File: config.mk
export PLATFORM = sky130hd
export DESIGN_NAME = multicycle_controller
export DESIGN_NICKNAME = d
export VERILOG_FILES = /design/src/rtl/multicycle_controller.sv
export SDC_FILE = /design/constraint.sdc
export NUM_CORES = 1
export LEC_CHECK = 0
export CAP_MARGIN = 25
export CORE_MARGIN = 4
export CORE_UTILIZATION = 48
export CTS_CLUSTER_DIAMETER = 150
export CTS_CLUSTER_SIZE = 12
export DETAILED_ROUTE_END_ITERATION = 7
export PLACE_DENSITY = 0.88
export SLEW_MARGIN = 20
export SYNTH_ARGS = -nofsm -noshare
export SYNTH_HDL_FRONTEND = slang
export SYNTH_SLANG_ARGS = --single-unit
File: constraint.sdc
create_clock -name clk -period 2.9 [get_ports clk]
set_clock_uncertainty 0.15 [all_clocks]
set_input_delay 0.29 -clock clk [delete_from_list [all_inputs] [get_ports clk]]
set_output_delay 0.29 -clock clk [all_outputs]
set_load 0.02 [all_outputs]
File: src/rtl/multicycle_controller.sv
// Multi-cycle FETCH/DECODE/EXEC/WB sequencer for the RV32 ALU datapath.
// Drives the pc/IR/regfile enables, halts on an illegal encoding or a fetch timeout.
module multicycle_controller #(
  parameter int MAX_WAIT = 15,
  parameter int CNT_W    = 32
) (
  input  logic             clk,
  input  logic             reset,
  output logic             imem_req,
  input  logic             imem_ready,
  input  logic [31:0]      instruction,
  output logic             ir_write,
  output logic             pc_write,
  output logic             reg_write,
  output logic [2:0]       alu_op,
  output logic             use_imm,
  output logic             busy,
  output logic             halted,
  output logic             illegal,
  output logic             timeout,
  output logic [CNT_W-1:0] retired_count
);

  localparam int WAIT_W = (MAX_WAIT < 2) ? 1 : $clog2(MAX_WAIT + 1);

  localparam logic [2:0] OP_ADD = 3'd0;
  localparam logic [2:0] OP_SUB = 3'd1;
  localparam logic [2:0] OP_AND = 3'd2;
  localparam logic [2:0] OP_OR  = 3'd3;
  localparam logic [2:0] OP_XOR = 3'd4;
  localparam logic [2:0] OP_SLL = 3'd5;
  localparam logic [2:0] OP_SRL = 3'd6;
  localparam logic [2:0] OP_SLT = 3'd7;

  localparam logic [6:0] OPC_R = 7'b0110011;
  localparam logic [6:0] OPC_I = 7'b0010011;

  typedef enum logic [2:0] {
    FETCH,
    DECODE,
    EXEC,
    WB,
    HALT
  } state_t;

  state_t state;

  logic [6:0]        opcode;
  logic [6:0]        funct7;
  logic [2:0]        funct3;
  logic [4:0]        rd;
  logic [WAIT_W-1:0] wait_cnt;

  logic       wait_hit;
  logic       is_r;
  logic       is_i;
  logic       dec_ok;
  logic [2:0] dec_op;
  logic       dec_imm;

  // Register-source fields are consumed by the datapath, not by control.
  logic unused_rs;
  assign unused_rs = ^instruction[24:15];

  // Shared funct3 -> ALU op map; SLTU folds onto SLT.
  function automatic logic [2:0] f3_op(input logic [2:0] f3);
    logic [2:0] op;
    unique case (f3)
      3'b000:  op = OP_ADD;
      3'b001:  op = OP_SLL;
      3'b010:  op = OP_SLT;
      3'b011:  op = OP_SLT;
      3'b100:  op = OP_XOR;
      3'b101:  op = OP_SRL;
      3'b110:  op = OP_OR;
      default: op = OP_AND;
    endcase
    return op;
  endfunction

  assign wait_hit = (MAX_WAIT != 0) &&
                    (wait_cnt == WAIT_W'(MAX_WAIT));

  assign is_r = (opcode == OPC_R);
  assign is_i = (opcode == OPC_I);

  // Decode the captured fields into an ALU op, b-select and legality.
  always_comb begin
    dec_ok  = 1'b0;
    dec_op  = OP_ADD;
    dec_imm = 1'b0;
    unique case (1'b1)
      is_r: begin
        dec_imm = 1'b0;
        dec_ok  = (funct7 == 7'b0000000) ||
                  (funct7 == 7'b0100000 && funct3 == 3'b000);
        dec_op  = (funct3 == 3'b000 && funct7[5]) ?
                  OP_SUB : f3_op(funct3);
      end
      is_i: begin
        dec_imm = 1'b1;
        dec_ok  = !(funct3 == 3'b001 || funct3 == 3'b101) ||
                  (funct7 == 7'b0000000);
        dec_op  = f3_op(funct3);
      end
      default: begin
        dec_ok = 1'b0;
      end
    endcase
  end

  // Sequencer state, fetch capture, decode registers and sticky flags.
  always_ff @(posedge clk) begin
    if (reset) begin
      state         <= FETCH;
      wait_cnt      <= '0;
      retired_count <= '0;
      illegal       <= 1'b0;
      timeout       <= 1'b0;
      alu_op        <= OP_ADD;
      use_imm       <= 1'b0;
      opcode        <= '0;
      funct7        <= '0;
      funct3        <= '0;
      rd            <= '0;
    end else begin
      case (state)
        FETCH: begin
          if (imem_ready) begin
            opcode   <= instruction[6:0];
            rd       <= instruction[11:7];
            funct3   <= instruction[14:12];
            funct7   <= instruction[31:25];
            wait_cnt <= '0;
            state    <= DECODE;
          end else if (wait_hit) begin
            timeout <= 1'b1;
            state   <= HALT;
          end else begin
            wait_cnt <= wait_cnt + WAIT_W'(1);
          end
        end
        DECODE: begin
          if (dec_ok) begin
            alu_op  <= dec_op;
            use_imm <= dec_imm;
            state   <= EXEC;
          end else begin
            illegal <= 1'b1;
            state   <= HALT;
          end
        end
        EXEC: begin
          state <= WB;
        end
        WB: begin
          retired_count <= retired_count + CNT_W'(1);
          state         <= FETCH;
        end
        HALT: begin
          state <= HALT;
        end
        default: begin
          state <= HALT;
        end
      endcase
    end
  end

  // Datapath strobes follow the state directly and are masked by reset.
  always_comb begin
    imem_req  = !reset && (state == FETCH);
    ir_write  = imem_req && imem_ready;
    pc_write  = !reset && (state == WB);
    reg_write = pc_write && (rd != 5'd0);
  end

  assign busy   = (state != HALT);
  assign halted = (state == HALT);

endmodule
Word level (Yosys, flattened, before mapping)
Index checks and enable logic that the tools add are counted.

operators by class
  muxes and demuxes = 11
  bitwise gates (word level) = 2
  equal/unequal tests = 17
  add/sub/neg operators = 2
  reduce and logical (&&, ||, !) cells = 21

operator list
  cell                     number
  $add A32 B1 Y32 const B  1
  $pmux W3 S6              1
  $eq A7 B6 Y1 const B     2
  $eq A3 B2 Y1 const B     4
  $eq A3 B3 Y1 const B     4
  $mux W3                  4
  $pmux W3 S4              1
  $mux W4                  2
  $reduce_and A2 Y1        4
  $eq A7 B5 Y1 const B     1
  $logic_not A7 Y1         1
  $eq A3 B1 Y1 const B     2
  $logic_and A1 B1 Y1      6
  $logic_not A3 Y1         2
  $ne A3 B3 Y1 const B     2
  $pmux W3 S2              1
  $reduce_bool A5 Y1       1
  $add A4 B1 Y4 const B    1
  $eq A4 B4 Y1 const B     1
  $logic_or A1 B1 Y1       3
  $reduce_and A3 Y1        1
  $logic_not A1 Y1         2
  $ne A2 B2 Y1 const B     1
  $not A1 Y1               2
  3 further kinds          3

storage, ports and cells
  register bits after elaboration = 67
  logic and storage cells = 64
  input bits = 35
  output and inout bits = 44

Logic depth before layout (Yosys ltp)
Gate-level depths: netlist of the first run.

  depth in word-level cells = 7
  gate-level depth with buffers = 7
  depth with buffers taken out = 5

Worst setup path after synthesis of the first run
OpenSTA, ideal clock, no wires.

  path type = flip-flop to flip-flop
  start = register retired_count[5]
  end = register retired_count[30]
  buffers on the path = 2
  data required time = 2629 ps
  setup time = 121 ps
  path slack = 606 ps
  arrival time = 2023 ps
  stages on the path, launching flop included = 7
  period minus slack after synthesis = 2294 ps
  cell sequence = dfxtp_1 -> nand4_4 -> or4_4 -> buf_6 -> buf_6 -> nor3_1 -> mux2_2

between the ends
  longest elaborated chain between the ends = 1

RTL lines
  element                 RTL line  source
  start, declared         21        output logic [CNT_W-1:0] retired_count
  start signal, assigned  157       retired_count <= retired_count + CNT_W'(1);
  $add A32 B1 Y32         157

No other way between the ends.
A chain may end at the register's enable or synchronous reset.

Worst setup path in the final report of the first run
  start = register state[2]
  end = output port ir_write

between the ends
  longest elaborated chain between the ends = 3

RTL lines
  element                 RTL line  source
  start, declared         46        state_t state;
  start signal, assigned  115       state <= FETCH;
  start signal, assigned  135       state <= DECODE;
  start signal, assigned  138       state <= HALT;
  $logic_not A3 Y1        172       imem_req = !reset && (state == FETCH);
  $logic_and A1 B1 Y1     172
  $logic_and A1 B1 Y1     173       ir_write = imem_req && imem_ready;
  end, declared           12        output logic ir_write,

No other way between the ends.

==> summary.md, run 1 <==
| Metric | Value |
|---|---|
| Fraction of registers with async set/reset | `0` |
| Critical path class | `register to output port` |
| Setup Buffers After CTS | `0` |
| Routed wire length | `6840 µm` |
| CP Max Fanout | `9` |
| Starting DRC count in detailed routing | `133` |
| GRT Util Overall | `0.188` |
| Gr busiest metal | `met2` |
| Total of max-cap violations | `0` |
| HPWL Detailed | `4980 µm` |
| Library cells used by synthesis | `48` |
| P_sw | `0.000452 W` |
| Die area | `0.00758 mm²` |
| Syn Area/Cell | `9.07 µm²` |
| Die width | `87.1 µm` |
| Comb pwr share | `0.088` |
| Clk slew on worst S/H paths | `0.07 ns` |
| Sequential share of power | `0.531` |
| Setup-failing EPs final | `0` |
| Die span in y | `87.1 µm` |
| EDFF count, synth | `0` |
| Slew Viols, Final | `0` |
| Sw Share | `0.246` |
| Initial antenna violation count | `0` |
| Detail Route Antenna Nets | `0` |
| Power Density | `471 mW/mm²` |
| Synth Instances | `331` |
| Cts bufs inserted | `9` |
| GPL Wtd Cong | `0.774` |
| Yosys reg bits | `67` |
| Port bufs | `68` |
| Worst slew pin tran | `0.666 ns` |
| Final Cycle Share | `0.898` |
| Dpl cells | `461` |
| Final setup TNS | `0 ns` |
| Yosys top cell area share | `0.447` |
| DRC Markers | `0` |
| Most used DFF post-synth | `dfxtp_1` |
| Cell Area, Synth | `0.00300 mm²` |
| Yosys warnings | `0` |
| Starting Density | `0.501` |
| Outcome | `finished clean` |
| Synth area leaders | `dfxtp_1 (45%), a22o_1 (6.4%), mux2_2 (4.9%)` |
| Clock Latency Late Sink | `0.34 ns` |
| WP data required | `2.46 ns` |
| Post-synth top cells | `dfxtp_1 (67), nor2_1 (35), a22o_1 (22)` |
| Area grow syn2layout | `30.1%` |
| Vias per cell | `5.74` |
| Hold-fix buffers, CTS | `0` |
| GRT met3 Usage | `0.0662` |
| Drt wl/cell | `14.3 µm` |
| CP startpoint kind | `register` |
| F_max | `0.384 GHz` |
| Final antenna diode count | `0` |
| Row Count | `28` |
| Gr ovfl total | `0` |
| Hold Fails Final Rpt | `0` |
| Period minus WS final | `2.60 ns` |
| Slew HR | `0.552` |
| Clock root buffer | `clkbuf_8` |
| Layout cells sized above 1 | `0.104` |
| CTS tree | `done` |
| Power share of the clock group | `0.381` |
| Global-route wire length before repair | `11400 µm` |
| Routed via count | `2738` |
| Critical Path End Type | `output port` |
| Sink Count | `67` |
| Synthesized Nets | `368` |
| PostCTS Resize Cnt | `0` |
| Drt pass-1 iters | `4` |
| Most common cell in the netlist | `dfxtp_1` |
| Internal power | `0.00139 W` |
| Htree depth | `3` |
| Largest area contributor in the netlist | `dfxtp_1` |
| Worst min path class | `register to register` |
| Sequential share of the synthesized area | `0.447` |
| RSZ-0062 raised after global routing | `no` |
| CTS Buffer Depth | `2` |
| Fin cells | `477` |
| Core Box Area | `0.00599 mm²` |
| Maximum vdd drop | `325 µV` |
| GR Layer Usage met1 | `0.224` |
| Nets | `434` |
| Largest net degree at the start of global routing | `33` |
| Cell leakage power | `1.37 nW` |
| Boundary pin count | `79` |
| Vias in the first global route | `2574` |
| GR Layer Usage met2 | `0.310` |
| Critical Path AT | `2.16 ns` |
[routing by layer]
layer | part of all wire | vias to the layer above | wire [µm]
met5 | 0 | - | 0
met4 | 0.014 | 0 | 95
met3 | 0.072 | 12 | 490
met2 | 0.48 | 78 | 3300
met1 | 0.43 | 1309 | 2950
li1 | - | 1339 | -
[placed cells by master (no fill, tap or decap), drive strengths merged, types with 2 or more instances in the layout]
cell type      Yosys  layout
nand3             10      10
or3                7       7
nor3              20      20
ha                 2       2
clkinvlp           0       2
nor4              10      10
xor2               2       2
a31oi              3       3
clkinv             0       2
dfxtp             67      67
or4               10      10
inv               11      11
clkdlybuf4s50      0      67
and3b              2       2
xnor2              9       9
clkbuf            13      12
nor2              35      35
buf                6       7
nand4              7       7
mux2i              2       2
a22o              22      22
nand2             16      16
and4               2       2
a21oi             17      17
and3               2       2
o21ai              6       6
nor2b             13      13
or2                2       2
mux2              13      13
nand2b             3       3
o31ai              4       4
[cell type report]
cell class,count,area [µm²]
clock buffers,12,155
fillers,492,2080
inverters,11,41.3
multi-input cells,234,1530
repair buffers,74,721
well taps,75,93.8
clock inverters,4,25.0
flip-flops and latches,67,1340
[cell families (layout without fill, tap and decap cells)]
family | count (synthesis) | after routing | share of synthesized area
AOI/OAI and AO/OA | 61 | 61 | 0.145
xor gates and xnor gates | 11 | 11 | 0.0321
adders and majority gates | 2 | 2 | 0.00834
buffers and inverters | 30 | 101 | 0.0438
DFF | 67 | 67 | 0.447
muxes | 15 | 15 | 0.0554
and+or+nand+nor | 145 | 145 | 0.269
[power groups by stage]
stage	registers, W	logic [W]	clock network [W]
floorplan	0.000988	0.000102	0
global placement	0.000996	0.000158	0
detailed placement	0.000997	0.000162	0
CTS	0.000977	0.000163	0.000713
global route	0.000981	0.000179	0.000774
finish	0.000978	0.000162	0.000701
[registers in the layout (all words and copies together), names as in the netlist]
signal,count
alu_op,3
funct3,3
funct7,7
illegal,1
opcode,7
rd,5
retired_count,32
state,3
timeout,1
use_imm,1
wait_cnt,4
[worst max-delay path, stage by stage, from the launching register on]
cell,delay (ns)
dfxtp_1,0.38
or3_1,0.46
nor2_1,0.15
and2_1,0.21
clkdlybuf4s50_1,0.63
[stage by stage]
stage	total power, W	hold slack [ns]	setup WS [ns]	cell area [µm²]	util
floorplan	0.00109	0.273	0.606	3000	-
global placement	0.00115	0.287	0.654	3730	0.622
detailed placement	0.00116	0.290	0.566	3730	0.622
CTS	0.00185	0.287	0.292	3910	0.652
global route	0.00193	0.330	0.149	3910	0.652
finish	0.00184	0.301	0.296	3910	0.652
[path summary, 6_finish.rpt]
kind | from | endpoint | slack [ns] | depth (start not counted)
max reg2reg | retired_count[4] | retired_count[31] | 0.56 | 4
min | illegal | illegal | 0.30 | 2
min reg2reg | illegal | illegal | 0.30 | 2
max | state[2] | ir_write | 0.30 | 4
Note: power is estimated with default switching activity, not from simulation.
==> run 2, diff against run 1 <==
--- a/config.mk
+++ b/config.mk
@@ -8,7 +8,6 @@
 export CAP_MARGIN = 25
 export CORE_MARGIN = 4
 export CORE_UTILIZATION = 48
-export CTS_CLUSTER_DIAMETER = 150
 export CTS_CLUSTER_SIZE = 12
 export DETAILED_ROUTE_END_ITERATION = 7
 export PLACE_DENSITY = 0.88
==> results of run 2 <==
No change in the layout: final DEF, timing and power equal those of run 1.
==> run 3, diff against run 2 <==
--- a/config.mk
+++ b/config.mk
@@ -6,6 +6,7 @@
 export NUM_CORES = 1
 export LEC_CHECK = 0
 export CAP_MARGIN = 25
+export CORE_ASPECT_RATIO = 0.8
 export CORE_MARGIN = 4
 export CORE_UTILIZATION = 48
 export CTS_CLUSTER_SIZE = 12
==> run 3 against run 2 <==
Core utilization increased by 0.28 points. Sequential cell count stayed put. Global-route usage rose by 1.6 points. Final area increased by 0.16%. First-iteration DRC count up 16%. Combinational power about the same. Largest cell class unchanged. Highest routed layer unchanged.
==> summary.md, run 3 (synthesis results as in run 1) <==
| Metric | Value |
|---|---|
| WP data required | `2.46 ns (about the same)` |
| Setup-failing EPs final | `0 (unchanged)` |
| Cts bufs inserted | `9 (unchanged)` |
| Internal power | `0.00137 W (was 0.00139 W)` |
| Power share of the clock group | `0.371 (was 0.381)` |
| Final Cycle Share | `0.911 (was 0.898)` |
| Hold-fix buffers, CTS | `0 (unchanged)` |
| CTS tree | `done (unchanged)` |
| Worst R2R Path Depth | `4 (unchanged)` |
| HPWL Detailed | `5180 µm (was 4980 µm)` |
| Row Count | `25 (was 28)` |
| Htree depth | `3 (unchanged)` |
| Most frequent cells in the layout | `dfxtp_1 (67), clkdlybuf4s50_1 (67), nor2_1 (35) (unchanged)` |
| Final antenna diode count | `0 (unchanged)` |
| Die area | `0.00759 mm² (was 0.00758 mm²)` |
| Area grow syn2layout | `30.3% (was 30.1%)` |
| R2R Path End | `retired_count[21] (was retired_count[31])` |
| Top reg by flops | `retired_count (unchanged)` |
| CP startpoint kind | `register (unchanged)` |
| Wire length on met2 | `3380 µm (was 3300 µm)` |
| Die span in y | `78.7 µm (was 87.1 µm)` |
| Critical path startpoint | `state[2] (unchanged)` |
| Cell leakage power | `1.38 nW (was 1.37 nW)` |
| Vias in the first global route | `2629 (was 2574)` |
| Starting DRC count in detailed routing | `154 (was 133)` |
| Post-route design area | `0.00391 mm² (about the same)` |
| Period minus WS final | `2.64 ns (was 2.60 ns)` |
| Top Registers | `retired_count (32), funct7 (7), opcode (7) (unchanged)` |
| DRC Markers | `0 (unchanged)` |
| Critical Path End Type | `output port (unchanged)` |
| Reg2reg start | `retired_count[8] (was retired_count[4])` |
| Outcome | `finished clean (unchanged)` |
| WHS Path Cells | `2 (unchanged)` |
| Routed via count | `2729 (was 2738)` |
| Boundary pin count | `79 (unchanged)` |
| Worst R2R Setup Slack | `0.59 ns (was 0.56 ns)` |
| Sink Count | `67 (unchanged)` |
| RSZ-0062 raised after global routing | `no (unchanged)` |
| Drt pass-1 iters | `4 (unchanged)` |
| Sw Share | `0.247 (was 0.246)` |
| Met1 wire length | `3370 µm (was 2950 µm)` |
| Routed wire length | `7150 µm (was 6840 µm)` |
| GPL Wtd Cong | `0.847 (was 0.774)` |
| Total of max-cap violations | `0 (unchanged)` |
| Starting Density | `0.502 (was 0.501)` |
| CP Max Fanout | `9 (unchanged)` |
| Largest register FFs | `32 (unchanged)` |
| Slew HR | `0.580 (was 0.552)` |
| Vias per cell | `5.64 (was 5.74)` |
| Met3 routed WL | `324 µm (was 490 µm)` |
| Clock Latency Late Sink | `0.34 ns (about the same)` |
| Sequential share of power | `0.539 (was 0.531)` |
| Setup Buffers After CTS | `0 (unchanged)` |
| Die width | `96.4 µm (was 87.1 µm)` |
| Gr ovfl total | `0 (unchanged)` |
| Comb pwr share | `0.090 (was 0.088)` |
| Layout cells sized above 1 | `0.104 (about the same)` |
| Critical Path AT | `2.20 ns (was 2.16 ns)` |
| PostCTS Resize Cnt | `0 (unchanged)` |
| Final setup TNS | `0 ns (unchanged)` |
| Core Box Area | `0.00597 mm² (was 0.00599 mm²)` |
| Clk slew on worst S/H paths | `0.07 ns (about the same)` |
| Nets | `435 (was 434)` |
| Critical path class | `register to output port (unchanged)` |
| Drt wl/cell | `14.8 µm (was 14.3 µm)` |
| Detail Route Antenna Nets | `0 (unchanged)` |
| Slew Viols, Final | `0 (unchanged)` |
| Port bufs | `68 (unchanged)` |
| Worst slew pin tran | `0.629 ns (was 0.666 ns)` |
| Clock root buffer | `clkbuf_8 (unchanged)` |
| Worst min path class | `input pin to register (was register to register)` |
| Largest net degree at the start of global routing | `40 (was 33)` |
| P_sw | `0.000448 W (was 0.000452 W)` |
| HP Start | `reset (was illegal)` |
| Hold Fails Final Rpt | `0 (unchanged)` |
| Cell Area, Placed | `0.00374 mm² (was 0.00373 mm²)` |
| Power Density | `464 mW/mm² (was 471 mW/mm²)` |
| GRT Util Overall | `0.203 (was 0.188)` |
| Maximum vdd drop | `356 µV (was 325 µV)` |
| CP endpoint | `ir_write (unchanged)` |
| Global-route wire length before repair | `12300 µm (was 11400 µm)` |
| DR top layer | `met4 (unchanged)` |
| Initial antenna violation count | `0 (unchanged)` |
| F_max | `0.378 GHz (was 0.384 GHz)` |
| CTS Buffer Depth | `2 (unchanged)` |
run 3: worst min path at each step:
stage                              to
floorplan                   funct3[0]
global placement              illegal
detailed placement            illegal
CTS                  retired_count[8]
global route        retired_count[10]
finish               retired_count[0]
run 3: power by group through the flow:
| stage | Sequential [W] | Clock, W | Combinational, W |
|---|---|---|---|
| floorplan | 0.000988 | 0 | 0.000102 |
| CTS | 0.000978 | 0.000690 | 0.000164 |
| finish | 0.000978 | 0.000673 | 0.000164 |
| global placement | 0.000996 | 0 | 0.000160 |
| global route | 0.000981 | 0.000727 | 0.000180 |
| detailed placement | 0.000998 | 0 | 0.000164 |
run 3: through the flow:
step	setup WS (ns)	hold slack [ns]	instances	utilization	power [W]
5_1_grt	0.172	0.250	484	0.655	0.00189
3_5_place_dp	0.634	0.296	468	0.626	0.00116
3_3_place_gp	0.651	0.286	468	0.626	0.00116
2_1_floorplan	0.606	0.273	331	-	0.00109
4_1_cts	0.243	0.208	484	0.655	0.00183
6_report	0.258	0.230	484	0.655	0.00182
run 3: area by class of cell:
| cell class | count | area (µm²) |
|---|---|---|
| Fill cell | 491 | 2060 |
| Sequential cell | 67 | 1340 |
| Inverter | 11 | 41.3 |
| Multi-Input combinational cell | 234 | 1530 |
| Tap cell | 81 | 101 |
| Clock buffer | 12 | 145 |
| Clock inverter | 4 | 26.3 |
| Timing Repair Buffer | 75 | 728 |
run 3: per-layer routing:
layer / global-route usage / vias up
li1: - / 1347
met3: 0.0511 / 7
met4: 0.0770 / 0
met1: 0.282 / 1303
met5: 0 / -
met2: 0.304 / 72
run 3: worst max-delay path, cell delays in order, from the launching register on:
cell             delay [ns]
dfxtp_1                0.38
or3_1                  0.48
nor2_1                 0.17
and2_1                 0.21
clkdlybuf4s50_1        0.63
